===== config.mk =====
export PLATFORM = sky130hd
export DESIGN_NAME = alu_writeback
export DESIGN_NICKNAME = d
export VERILOG_FILES = /design/src/rtl/alu_writeback_pkg.sv /design/src/rtl/alu_writeback_queue.sv /design/src/rtl/alu_writeback.sv
export SDC_FILE = /design/constraint.sdc
export NUM_CORES = 1
export LEC_CHECK = 0
export CORE_ASPECT_RATIO = 1.1
export CORE_UTILIZATION = 56
export DETAILED_ROUTE_END_ITERATION = 8
export DONT_BUFFER_PORTS = 1
export PLACE_DENSITY = 0.74
export REMOVE_ABC_BUFFERS = 1
export SYNTH_ARGS = -nofsm -noshare
export SYNTH_HDL_FRONTEND = slang
export SYNTH_HIERARCHICAL = 1
export SYNTH_SLANG_ARGS = --single-unit

===== constraint.sdc =====
create_clock -name CLK -period 2.5 [get_ports CLK]
set_clock_uncertainty 0.1 [all_clocks]
set_input_delay 0.5 -clock CLK [delete_from_list [all_inputs] [get_ports CLK]]
set_output_delay 0.5 -clock CLK [all_outputs]
set_load 0.05 [all_outputs]

===== src/rtl/alu_writeback_pkg.sv =====
// Shared types for the ALU writeback stage: op mnemonics, carry-updating op mask,
// write-queue entry and architectural flag bundle.
package alu_writeback_pkg;

    localparam int WB_DW  = 8;
    localparam int WB_RAW = 4;

    // kSRG sits above the 3-bit IN_OP range; its mask bit is kept for the wider decoder.
    typedef enum logic [3:0] {
        kADD = 4'd0,
        kSUB = 4'd1,
        kSLL = 4'd2,
        kSRL = 4'd3,
        kSRA = 4'd4,
        kSEQ = 4'd5,
        kSLG = 4'd6,
        kSCP = 4'd7,
        kSRG = 4'd8
    } op_mne;

    localparam logic [15:0] CARRY_OPS = (16'd1 << kADD) | (16'd1 << kSUB) | (16'd1 << kSLL) |
                                        (16'd1 << kSRL) | (16'd1 << kSRA) | (16'd1 << kSLG) |
                                        (16'd1 << kSRG) | (16'd1 << kSCP);

    typedef struct packed {
        logic [WB_RAW-1:0] dest;
        logic [WB_DW-1:0]  data;
    } wb_entry_t;

    typedef struct packed {
        logic c;
        logic z;
        logic a;
    } flags_t;

    function automatic logic is_carry_op(input logic [2:0] op);
        return CARRY_OPS[{1'b0, op}];
    endfunction

endpackage


===== src/rtl/alu_writeback_queue.sv =====
// Small power-of-2 FIFO holding pending register-file writes; exposes head, youngest
// entry, occupancy count and full/empty. Head holds its last value while empty.
module wb_queue #(
    parameter int  DEPTH   = 2,
    parameter type entry_t = logic [11:0]
) (
    input  logic                    clk,
    input  logic                    reset,
    input  logic                    push,
    input  entry_t                  push_data,
    input  logic                    pop,
    output entry_t                  head,
    output entry_t                  youngest,
    output logic [$clog2(DEPTH):0]  count,
    output logic                    full,
    output logic                    empty
);
    localparam int AW = $clog2(DEPTH);
    localparam int CW = AW + 1;

    entry_t        mem [DEPTH];
    entry_t        last_head;
    logic [AW-1:0] wptr;
    logic [AW-1:0] rptr;
    logic          do_push;
    logic          do_pop;

    assign full    = (count == CW'(DEPTH));
    assign empty   = (count == '0);
    assign do_push = push & ~full;
    assign do_pop  = pop & ~empty;

    always_ff @(posedge clk) begin
        if (reset) begin
            wptr      <= '0;
            rptr      <= '0;
            count     <= '0;
            last_head <= '0;
        end else begin
            if (do_push) begin
                mem[wptr] <= push_data;
                wptr      <= wptr + 1'b1;
            end
            if (do_pop) begin
                last_head <= mem[rptr];
                rptr      <= rptr + 1'b1;
            end
            case ({do_push, do_pop})
                2'b10:   count <= count + 1'b1;
                2'b01:   count <= count - 1'b1;
                default: count <= count;
            endcase
        end
    end

    assign head     = empty ? last_head : mem[rptr];
    assign youngest = empty ? entry_t'('0) : mem[AW'(wptr - 1'b1)];

endmodule


===== src/rtl/alu_writeback.sv =====
// Execute/writeback stage after the ALU: owns carry/zero/sticky-A flags and queues RF writes.
// Optional macro ALU_WB_FWD_EN exposes the youngest queued write on the FWD_* bypass ports.
module alu_writeback
    import alu_writeback_pkg::*;
#(
    parameter int DW    = WB_DW,
    parameter int RAW   = WB_RAW,
    parameter int DEPTH = 2
) (
    input  logic           CLK,
    input  logic           RESET,
    input  logic           IN_VALID,
    output logic           IN_READY,
    input  logic [2:0]     IN_OP,
    input  logic           IN_WEN,
    input  logic [RAW-1:0] IN_DEST,
    input  logic [DW-1:0]  ALU_OUT,
    input  logic           ALU_CO,
    input  logic           ALU_ZERO,
    input  logic           ALU_FLAGA,
    input  logic           FLAG_CLR,
    output logic           CI_OUT,
    output logic           Z_FLAG,
    output logic           A_FLAG,
    output logic           RF_WE,
    output logic [RAW-1:0] RF_WADDR,
    output logic [DW-1:0]  RF_WDATA,
    input  logic           RF_READY,
    output logic           FWD_VALID,
    output logic [RAW-1:0] FWD_ADDR,
    output logic [DW-1:0]  FWD_DATA
);
    localparam int CW = $clog2(DEPTH) + 1;

    flags_t        flags;
    flags_t        flags_next;
    wb_entry_t     in_entry;
    wb_entry_t     head;
    wb_entry_t     youngest;
    logic [CW-1:0] count;
    logic          full;
    logic          empty;
    logic          accept;
    logic          push;
    logic          pop;

    assign IN_READY = ~full;
    assign accept   = IN_VALID & IN_READY;
    assign push     = accept & IN_WEN;
    assign RF_WE    = ~empty;
    assign pop      = RF_WE & RF_READY;
    assign in_entry = '{dest: IN_DEST, data: ALU_OUT};

    wb_queue #(
        .DEPTH   (DEPTH),
        .entry_t (wb_entry_t)
    ) u_queue (
        .clk       (CLK),
        .reset     (RESET),
        .push      (push),
        .push_data (in_entry),
        .pop       (pop),
        .head      (head),
        .youngest  (youngest),
        .count     (count),
        .full      (full),
        .empty     (empty)
    );

    // A set from an accepted op overrides a same-cycle clear.
    always_comb begin
        flags_next = flags;
        if (accept) begin
            if (is_carry_op(IN_OP)) flags_next.c = ALU_CO;
            flags_next.z = ALU_ZERO;
        end
        flags_next.a = (flags.a & ~FLAG_CLR) | (accept & ALU_FLAGA);
    end

    always_ff @(posedge CLK) begin
        if (RESET) flags <= '0;
        else       flags <= flags_next;
    end

    assign CI_OUT   = flags.c;
    assign Z_FLAG   = flags.z;
    assign A_FLAG   = flags.a;
    assign RF_WADDR = head.dest;
    assign RF_WDATA = head.data;

`ifdef ALU_WB_FWD_EN
    assign FWD_VALID = RF_WE;
    assign FWD_ADDR  = youngest.dest;
    assign FWD_DATA  = youngest.data;
`else
    logic unused_youngest;
    assign unused_youngest = ^youngest;
    assign FWD_VALID = 1'b0;
    assign FWD_ADDR  = '0;
    assign FWD_DATA  = '0;
`endif

    count_bound : assert property (@(posedge CLK) disable iff (RESET) count <= CW'(DEPTH));

endmodule


==> results of run 1 <==
[where the power goes]
part | total (mW) | internal [mW] | switching, mW | leakage [nW]
sequential | 0.816 | 0.790 | 0.0263 | 0.380
combinational | 0.439 | 0.116 | 0.322 | 0.324
clock | 0.305 | 0.108 | 0.197 | 0.0269
[layout make-up]
class,instances,area [µm²]
Fill cell,290,1264
Sequential cell,44,1121
Multi-Input combinational cell,104,674.4
Timing Repair Buffer,18,135.1
Clock buffer,7,45.04
Tap cell,36,45.04
Inverter,4,15.01
Clock inverter,1,3.754
[sequential cells by signal, indices dropped and copies added, names as in the netlist, named ones only]
register	count
u_queue/count	2
Z_FLAG	1
A_FLAG	1
u_queue/last_head	12
u_queue/rptr	1
CI_OUT	1
u_queue/mem	24
u_queue/wptr	1
[per-stage QoR]
stage          utilization [%]  worst slack, ns  hold slack [ns]  cells
3_3_place_gp             60.27           0.4943           0.3816    206
5_1_grt                  61.74           0.1058          0.06855    214
6_report                 61.74           0.2306           0.1143    214
3_5_place_dp             60.27           0.4225           0.3892    206
2_1_floorplan                -          -0.2000           0.3609    152
4_1_cts                  61.74           0.2088          0.08657    214
[per-layer routing]
layer / vias to the layer above / track usage [%] / routed length, µm
met5: - / 0 / 0
met4: 0 / 9.226 / 50
met3: 6 / 8.214 / 222
met2: 38 / 31.61 / 1628
met1: 532 / 20.54 / 1179
li1: 568 / - / -
[critical path, cell delays in order, from the launching register on]
cell and delay, ns:
dfxtp_1 0.44, or2_1 0.17, buf_4 0.26, nor2_1 0.06, a21oi_1 0.17, buf_4 0.23
[how the worst min path moves through the flow]
stage          slack (ns)  cells after the start                                 end                               start
2_1_floorplan        0.36                      2           u_queue/wptr$_SDFFE_PP0P_           u_queue/wptr$_SDFFE_PP0P_
3_5_place_dp         0.39                      2   u_queue/last_head[0]$_SDFFE_PP0P_   u_queue/last_head[0]$_SDFFE_PP0P_
5_1_grt              0.07                      1   u_queue/last_head[9]$_SDFFE_PP0P_                               RESET
3_3_place_gp         0.38                      2  u_queue/last_head[10]$_SDFFE_PP0P_  u_queue/last_head[10]$_SDFFE_PP0P_
6_report             0.11                      1                 CI_OUT$_SDFFE_PP0P_                               RESET
4_1_cts              0.09                      1   u_queue/last_head[4]$_SDFFE_PP0P_                               RESET
==> results.ini, run 1 <==
[clock_tree]
hold_buffers = 0
clkTransAtPathRegs_ns = 0.10
cts_buffers = 5
tritoncts = done
clockBufferDepth = 2
cts-root-buf = clkbuf_4
cts_sinks = 44
htreeDepth = 2
postCtsSetupRepairBufs = 0
post_cts_resized = 0
worstSkewPairLatency_ns = 0.34

[status]
violations = DRC
outcome = finished with violations

[yosys]
yosys_warnings = 6
syn_area_mm2 = 0.001931
synth_area_per_cell_um2 = 11.70
syn_inst = 165

[critical_path]
cp.arrival_ns = 1.67
cp-end-kind = output pin
ff2ff_setup_slack_ns = 0.39
setup.worst_path.class = flop to output pin
start_kind = flop
endpoint = RF_WADDR[3]
cp_data_required_time_ns = 1.90
crit_start = u_queue/count[0]$_SDFFE_PP0P_
r2r_end = u_queue/count[1]$_SDFFE_PP0P_
path_max_fanout = 24
rr_startpoint = u_queue/count[1]$_SDFFE_PP0P_
r2r_cells = 7

[flow_run]
maxCapViolCount = 0

[timing]
final_hold_viol_count = 0
rsz0062_at_grt = no
timing.setup.tns_ns = 0
finalCritPeriodShare_pct = 90.77
finalSetupViolations = 0
relSlewSlack_pct = 65.26
fin_crit_ns = 2.269
slew_violations = 0
worst_pin_slew_ns = 0.5204
fmax_mhz = 440.7

[pwr]
power_mw = 1.560
p_leak_nw = 0.7314
p_per_area_mw_per_mm2 = 764.8
max-vdd-ir-drop_v = 0.0003625

[worst_hold_path]
hold_class = input port to flop

[global_routing]
groute.usage.overall_pct = 19.08
grt_max_degree = 26
grt.overflow.total = 0
grt_pass1_vias = 1148
grt_antenna_before_repair = 0
grt_pass1_wl_um = 5112

[final_layout]
syn_to_final_growth_pct = 5.639
drive_above_1_share_pct = 20.22
fin_nets = 202
final_cell_mix = 29 x nor2_1, 24 x edfxtp_1, 20 x dfxtp_1
final_area_mm2 = 0.002039
antenna_cells = 0
final_common_cell = nor2_1

[place]
portBuffers = 0
post-dp-hpwl_um = 2185
dpl_cell_area_mm2 = 0.001991
gp_congestion = 0.7299

[drt]
drtIter0Drc = 35
drc_errors = 2
wire_per_inst_um = 14.39
vias_per_cell = 5.346
wl_um = 3080
drtPass1Iterations = 8
vias = 1144
postRouteAntennaNets = 0

[floorplan]
core-area_mm2 = 0.003303
start_util_pct = 58.45
io_pins = 54
fp.dieArea_mm2 = 0.003686
die_h_um = 63.58
die_x_um = 57.98
rows = 22

(Power assumes the default switching activity.)
==> inputs of run 2 (changes only) <==
--- a/config.mk
+++ b/config.mk
@@ -15,3 +15,4 @@
 export SYNTH_HDL_FRONTEND = slang
 export SYNTH_HIERARCHICAL = 1
 export SYNTH_SLANG_ARGS = --single-unit
+export TNS_END_PERCENT = 100
==> results of run 2 <==
Final layout, timing and power as in run 1 (identical DEF).
==> inputs of run 3 (changes only) <==
--- a/config.mk
+++ b/config.mk
@@ -11,6 +11,7 @@
 export DONT_BUFFER_PORTS = 1
 export PLACE_DENSITY = 0.74
 export REMOVE_ABC_BUFFERS = 1
+export SKIP_CTS_REPAIR_TIMING = 1
 export SYNTH_ARGS = -nofsm -noshare
 export SYNTH_HDL_FRONTEND = slang
 export SYNTH_HIERARCHICAL = 1
==> results of run 3 <==
Final layout, timing and power as in run 1 (identical DEF).
